--- config.mk ---
export PLATFORM = sky130hd
export DESIGN_NAME = forward_hazard_unit
export DESIGN_NICKNAME = d
export VERILOG_FILES = /design/src/rtl/forward_hazard_unit.sv
export SDC_FILE = /design/constraint.sdc
export NUM_CORES = 1
export LEC_CHECK = 0
export ABC_CLOCK_PERIOD_IN_PS = 4600
export BUFFER_PORTS_ARGS = -buffer_cell sky130_fd_sc_hd__buf_2
export CAP_MARGIN = 40
export CORE_MARGIN = 5
export CORE_UTILIZATION = 61
export DETAILED_ROUTE_END_ITERATION = 10
export PLACE_DENSITY = 0.95
export SLEW_MARGIN = 20
export SYNTH_ARGS = -nofsm -noshare
export SYNTH_HDL_FRONTEND = slang
export SYNTH_SLANG_ARGS = --single-unit
--- constraint.sdc ---
create_clock -name clk -period 4.6 [get_ports clk]
set_clock_uncertainty 0.2 [all_clocks]
set_input_delay 0.69 -clock clk [delete_from_list [all_inputs] [get_ports clk]]
set_output_delay 0.69 -clock clk [all_outputs]
set_load 0.01 [all_outputs]
--- src/rtl/forward_hazard_unit.sv ---
// Forwarding-select and load-use hazard unit.
// Tracks the EX instruction plus DEPTH post-EX stages, picks the nearest
// forwarding source for each EX operand and stalls ID while a needed load
// result is still too young to forward.
module forward_hazard_unit #(
  parameter int unsigned AW       = 5,
  parameter int unsigned NSRC     = 2,
  parameter int unsigned DEPTH    = 3,
  parameter int unsigned LOAD_LAT = 2,
  parameter int unsigned NULL_REG = 31
) (
  input  logic                                clk,
  input  logic                                rst,
  input  logic                                hold,
  input  logic                                flush,
  input  logic                                id_valid,
  input  logic [NSRC*AW-1:0]                  id_src,
  input  logic [AW-1:0]                       id_dst,
  input  logic                                id_regwrite,
  input  logic                                id_is_load,
  output logic                                stall,
  output logic [NSRC*$clog2(DEPTH+1)-1:0]     fwd_sel,
  output logic                                ex_valid,
  output logic [15:0]                         stall_cnt
);

  localparam int unsigned SW = $clog2(DEPTH + 1);
  localparam logic [AW-1:0] NULL_A = AW'(NULL_REG);

  // Tracker: index 0 = EX, index k = post-EX stage k.
  logic            vld    [DEPTH+1];
  logic            wr     [DEPTH+1];
  logic [AW-1:0]   dst    [DEPTH+1];
  // Load flag only matters for stall detection, which looks at 0..DEPTH-1.
  logic            ld     [DEPTH];
  logic [NSRC*AW-1:0] ex_src;

  logic [DEPTH:0]  qw;

  // Qualified writer flags per tracker entry.
  always_comb begin
    qw = '0;
    for (int k = 0; k <= int'(DEPTH); k++) begin
      qw[k] = vld[k] && wr[k] && (dst[k] != NULL_A);
    end
  end

  // Nearest-stage forwarding select for each EX operand.
  always_comb begin
    logic [AW-1:0] f_src;
    logic [SW-1:0] f_sel;
    logic          f_found;
    fwd_sel = '0;
    f_src   = '0;
    f_sel   = '0;
    f_found = 1'b0;
    for (int s = 0; s < int'(NSRC); s++) begin
      f_src   = ex_src[s*AW +: AW];
      f_sel   = '0;
      f_found = 1'b0;
      for (int k = 1; k <= int'(DEPTH); k++) begin
        if (!f_found && qw[k] && (dst[k] == f_src)) begin
          f_sel   = SW'(k);
          f_found = 1'b1;
        end
      end
      if (!vld[0] || (f_src == NULL_A)) f_sel = '0;
      fwd_sel[s*SW +: SW] = f_sel;
    end
  end

  // Load-use stall: nearest matching writer is a load not yet forwardable.
  always_comb begin
    logic [AW-1:0] h_src;
    logic          h_found;
    stall   = 1'b0;
    h_src   = '0;
    h_found = 1'b0;
    for (int s = 0; s < int'(NSRC); s++) begin
      h_src   = id_src[s*AW +: AW];
      h_found = 1'b0;
      for (int j = 0; j < int'(DEPTH); j++) begin
        if (!h_found && qw[j] && (dst[j] == h_src)) begin
          h_found = 1'b1;
          if (ld[j] && ((j + 1) < int'(LOAD_LAT)) && id_valid && (h_src != NULL_A)) begin
            stall = 1'b1;
          end
        end
      end
    end
  end

  assign ex_valid = vld[0];

  // Tracker shift, EX entry load/bubble, and saturating stall counter.
  always_ff @(posedge clk or posedge rst) begin
    if (rst) begin
      for (int k = 0; k <= int'(DEPTH); k++) begin
        vld[k] <= 1'b0;
        wr[k]  <= 1'b0;
        dst[k] <= '0;
      end
      for (int k = 0; k < int'(DEPTH); k++) begin
        ld[k] <= 1'b0;
      end
      ex_src    <= '0;
      stall_cnt <= '0;
    end else if (!hold) begin
      for (int k = 1; k <= int'(DEPTH); k++) begin
        vld[k] <= vld[k-1];
        wr[k]  <= wr[k-1];
        dst[k] <= dst[k-1];
      end
      for (int k = 1; k < int'(DEPTH); k++) begin
        ld[k] <= ld[k-1];
      end
      if (!flush && id_valid && !stall) begin
        vld[0] <= 1'b1;
        wr[0]  <= id_regwrite;
        ld[0]  <= id_is_load;
        dst[0] <= id_dst;
        ex_src <= id_src;
      end else begin
        vld[0] <= 1'b0;
        wr[0]  <= 1'b0;
        ld[0]  <= 1'b0;
      end
      if (stall && !flush && (stall_cnt != 16'hFFFF)) begin
        stall_cnt <= stall_cnt + 16'd1;
      end
    end
  end

endmodule

Word-level counts from Yosys, hierarchy flattened
Index checks and enable logic that the tools add are counted.
{ "word_totals": {"regBits": 55, "output_inout_bits": 22, "in_bits": 22} }
{ "op_classes": {"bitwise": 1, "n_eq_ne": 17, "reduce_logical": 38, "addsub": 1, "n_mux": 19} }
{ "ops": {"columns": ["cell", "n"], "rows": [
  ["$eq A5 B5 Y1", 8],
  ["$ne A5 B5 Y1 const B", 6],
  ["$logic_and A1 B1 Y1", 27],
  ["$add A16 B1 Y16 const B", 1],
  ["$ne A16 B16 Y1 const B", 1],
  ["$mux W1", 13],
  ["$mux W2", 6],
  ["$eq A5 B5 Y1 const B", 2],
  ["$logic_not A1 Y1", 7],
  ["$reduce_and A2 Y1", 2],
  ["$logic_or A1 B1 Y1", 2],
  ["$not A1 Y1", 1]
]} }

Depth between registers and ports, before layout
{ "depth": {"depth_word": 13, "ltp_mapped": 9, "mapped_depth_nobuf": 7} }

Worst setup path after synthesis
No wires, ideal clock.
{ "synth_timing": {"kind": "register -> register", "startpoint": "register stall_cnt[0]", "endpoint": "register stall_cnt[1]", "n_path_buf": 2, "path_stages_with_launch": 9, "path_slack_ns": 2.287, "arrival_time_ns": 1.988, "setup_ns": 0.125, "t_required_ns": 4.275, "path_cell_list": "dfrtp_1 -> ha_1 -> nand3_1 -> or2_1 -> buf_2 -> or3_1 -> nand4_2 -> buf_6 -> mux2_4"} }
{ "synth_via": {"elab_chain_cells": 3} }
{ "synth_rtl": {"columns": ["element", "line_no", "text"], "rows": [
  ["from (decl)", "24", "output logic [15:0] stall_cnt"],
  ["from (signal assigned)", "129", "stall_cnt <= stall_cnt + 16'd1;"],
  ["parallel branches: the longest is 3 deep, another holds $add A16 B1 Y16", null, null]
]} }
Several ways; the timed one is not identified.
A chain may end at the register's enable or synchronous reset.

Worst setup path in the final report
{ "layout_timing": {"startpoint": "register ex_src[9]", "endpoint": "output fwd_sel[2]"} }
{ "layout_via": {"elab_chain_cells": 12} }
{ "layout_rtl": {"columns": ["element", "line_no", "text"], "rows": [
  ["from (decl)", "36", "logic [NSRC*AW-1:0] ex_src;"],
  ["from (signal assigned)", "122", "ex_src <= id_src;"],
  ["$eq A5 B5 Y1", "62", "if (!f_found && qw[k] && (dst[k] == f_src)) begin"],
  ["$logic_and A1 B1 Y1", "62", null],
  ["$mux W1", "62", null],
  ["$logic_not A1 Y1", "62", null],
  ["$logic_and A1 B1 Y1 (2 in a row)", "62", null],
  ["$mux W1", "62", null],
  ["$logic_not A1 Y1", "62", null],
  ["$logic_and A1 B1 Y1 (2 in a row)", "62", null],
  ["$mux W2", "62", null],
  ["$mux W2 (*)", "67", "if (!vld[0] || (f_src == NULL_A)) f_sel = '0;"],
  ["to (decl)", "22", "output logic [NSRC*$clog2(DEPTH+1)-1:0] fwd_sel,"]
]} }
Mark *: on every way between the ends. The rest lies on a longest branch, timed or not.

==> run_results.csv <==
group,metric,value,unit
die,floorplan.initialDensity,63.9,%
clocking,clock-root-buffer,"sky130_fd_sc_hd__clkbuf_8",
die,placementRows,24,
setup_path,worst_path_buf_inv,1,
route,detail_route.iter0.violations,164,
die,fp.dieW,78.0,um
timing,finalCriticalPeriod,2.88,ns
setup_path,cells_along_the_critical_path,"xnor2_1 > nand3_1 > nor4_1 > a41oi_1 > nor2_1 > buf_2",
route,post_drt_wl_per_cell,18.3,um
cells_and_area,final-seq-area,1380,sq um
setup_path,endpoint_class_of_the_critical_path,"output port",
synthesis,synth-edff-count,0,
power,peakVddDrop,271,uV
setup_path,worst-endpoint-arrival,1.99,ns
synthesis,post_synth_mux_area_share,14.9,%
setup_path,path_max_fanout,5,
timing,setup_viol,0,
synthesis,yosys.area_share.adder,0.443,%
setup_path,critical-path-max-stage-delay,0.55,ns
clocking,cts_inserted_buffers,5,
synthesis,yosys_register_bits,55,
timing,final.period_utilization,62.6,%
clocking,cts_hold_buffers,0,
synthesis,synth-seq-area-share,48.8,%
placed_design,post-place-ws,1.88,ns
setup_path,worst_path_dominant_cell_family,"simple AND/OR/NAND/NOR gates",
global_routing,largest_net_degree_at_the_start_of_global_routing,56,
global_routing,grt_pass1_vias,2092,
clocking,numClockSinks,55,
cells_and_area,drive_above_1_share,30.4,%
cells_and_area,filler_cell_count,309,
route,viasPerCell,5.92,
synthesis,synth.most_common_cell,"sky130_fd_sc_hd__dfrtp_1",
synthesis,post_synthesis_average_cell_area,11.5,sq um
clocking,post_cts_resized,0,
clocking,cts.clk_slew.worst_paths,0.09,ns
timing,worst_slack,1.72,ns
clocking,clock_insertion_delay_at_the_later_pin_of_the_skew_report,0.30,ns
timing,setup-tns-final,0,ns
clocking,cts_tree,"yes",
die,coreArea,4410,sq um
job,maximum_capacitance_violations,0,
power,p_leak,0.00148,uW
synthesis,syn-cell-area,2820,sq um
route,drc_errors,0,
route,detailroute.via_count,2018,
synthesis,postSynth.topFlopCell,"sky130_fd_sc_hd__dfrtp_1",
die,die-area,6090,sq um
synthesis,synth-compound-area-share,3.90,%
synthesis,netlist_top_cells_area,"sky130_fd_sc_hd__dfrtp_1 (49%), sky130_fd_sc_hd__mux2_2 (14%), sky130_fd_sc_hd__xor2_1 (9.0%)",
synthesis,yosysTopAreaCell,"sky130_fd_sc_hd__dfrtp_1",
power,power_density,391,nW/um^2
route,drtPass1Iterations,4,
power,totalPowerFinal,1240,uW
synthesis,synthDistinctLibCells,32,
hold_path,min-delay-start,"stall_cnt[14]",
clocking,count_of_buffers_added_by_post_cts_timing_repair_for_setup,0,
placed_design,dp.final_hpwl,4450,um
global_routing,antenna_violations_before_repair,0,
timing,grt_setup_unrepaired,"no",
setup_path,timing.setup.critical_path_class,"register to output port",
timing,max-slew-margin-rel,47.9,%
die,io_pins,44,
global_routing,globalRouteTotalUtil,21.0,%
synthesis,synth.top_cells.by_count,"sky130_fd_sc_hd__dfrtp_1 (55), sky130_fd_sc_hd__mux2_2 (35), sky130_fd_sc_hd__xor2_1 (29), sky130_fd_sc_hd__xnor2_1 (26), sky130_fd_sc_hd__nand3_1 (17)",
cells_and_area,antennaDiodeCount,0,
cells_and_area,multi_input_area,1380,sq um
setup_path,worst_r2r_startpoint,"stall_cnt[0]",
timing,hold_viol_final,0,
global_routing,wire_length_of_the_first_global_routing_pass,10400,um
outcome,status,"finished, final reports clean",
placed_design,place_congestion,0.798,
route,antenna_left,0,
synthesis,async_reset_ff_share,100,%
clocking,cts_max_level,2,
timing,timing_worst_slew_pin_value,0.782,ns
setup_path,critPathRequiredTime,3.71,ns
setup_path,setup.worst_path.start_class,"register",
synthesis,yosys_warnings,0,
placed_design,place.port_buffers,43,
cells_and_area,finish.net_count,312,
hold_path,hp-class,"register to register",
cells_and_area,area.growth.synth_to_final,12.1,%
setup_path,critPathSlowestCell,"sky130_fd_sc_hd__nor4_1",
synthesis,dominant_combinational_cell_family_by_area_after_synthesis,"XOR/XNOR gates",
synthesis,synthXorXnorAreaFrac,17.1,%
synthesis,synth_simple_gate_area_share,12.6,%
timing,final_max_slew_viol_count,0,
synthesis,synth_cells,245,
cells_and_area,fin_util,71.7,%
die,die_height,78.0,um
synthesis,synth.top_cell.area_share,48.8,%
timing,maxClockFrequency,347,MHz
clocking,clockBufferDepth,2,
synthesis,syn_nets,268,
setup_path,worst_setup_path_startpoint,"ex_src[9]",
global_routing,overflow_left_after_global_routing,0,
route,drt-total-wl,6260,um
[metal layers]
| metal | routed length, um | vias to the layer above | GRT usage, % |
|---|---|---|---|
| met5 | 0 | - | 0 |
| met4 | 89 | 0 | 6.93 |
| met3 | 276 | 10 | 3.43 |
| met2 | 3120 | 68 | 34.8 |
| met1 | 2770 | 993 | 28.3 |
| li1 | - | 947 | - |
[report_power, final]
part	internal (uW)	total (uW)	switching, uW
registers	553	677	124
clock network	160	311	152
logic	148	250	102
[kinds of logic after synthesis]
family                     count (synthesis)
buffers and inverters                     11
xor gates and xnor gates                  55
AOI/OAI and AO/OA                         16
adders and majority gates                  1
DFF                                       55
muxes                                     37
and+or+nand+nor                           70
[final cells by class]
type | count | share of cell area (%)
Timing Repair Buffer | 44 | 7.04
Clock buffer | 6 | 2.29
Inverter | 4 | 0.475
Multi-Input combinational cell | 179 | 43.7
Tap cell | 52 | 2.06
Clock inverter | 1 | 0.949
Sequential cell | 55 | 43.5
[metrics by stage]
| step | cell area, sq um | std cells | hold WS [ns] |
|---|---|---|---|
| floorplan | 2820 | 245 | 0.279 |
| global placement | 3060 | 334 | 0.292 |
| detailed placement | 3060 | 334 | 0.281 |
| CTS | 3160 | 341 | 0.305 |
| global route | 3160 | 341 | 0.332 |
| finish | 3160 | 341 | 0.304 |
[final timing paths]
kind	endpoint	slack (ns)	cells after the start
max	fwd_sel[2]	1.72	6
min	stall_cnt[14]	0.30	1
max reg2reg	stall_cnt[15]	2.08	7
min reg2reg	stall_cnt[14]	0.30	1
max in group asynchronous	ex_src[6]	3.38	3
min in group asynchronous	stall_cnt[3]	0.37	3
[placed cells by master, fill, tap and decap left out, types with 2 or more instances in the layout]
cell type                   n
sky130_fd_sc_hd__a21oi_1    2
sky130_fd_sc_hd__mux2_2    35
sky130_fd_sc_hd__xor2_1    29
sky130_fd_sc_hd__buf_2     43
sky130_fd_sc_hd__nand4_1    5
sky130_fd_sc_hd__nand2_1   16
sky130_fd_sc_hd__clkbuf_8   5
sky130_fd_sc_hd__nand3_1   17
sky130_fd_sc_hd__a22o_1     2
sky130_fd_sc_hd__nor2_1     7
sky130_fd_sc_hd__nand2b_1   2
sky130_fd_sc_hd__and3_1     5
sky130_fd_sc_hd__nor4_1     8
sky130_fd_sc_hd__xnor2_1   26
sky130_fd_sc_hd__o21ai_0    2
sky130_fd_sc_hd__inv_1      3
sky130_fd_sc_hd__o211ai_1   4
sky130_fd_sc_hd__nor3_1     7
sky130_fd_sc_hd__a31oi_1    2
sky130_fd_sc_hd__dfrtp_1   55
[registers in the layout, summed over array words and instances (netlist names)]
signal     cells
vld            3
stall_cnt     16
dst           20
ex_src        10
wr             4
ex_valid       1
ld             1
(Power assumes the default switching activity.)
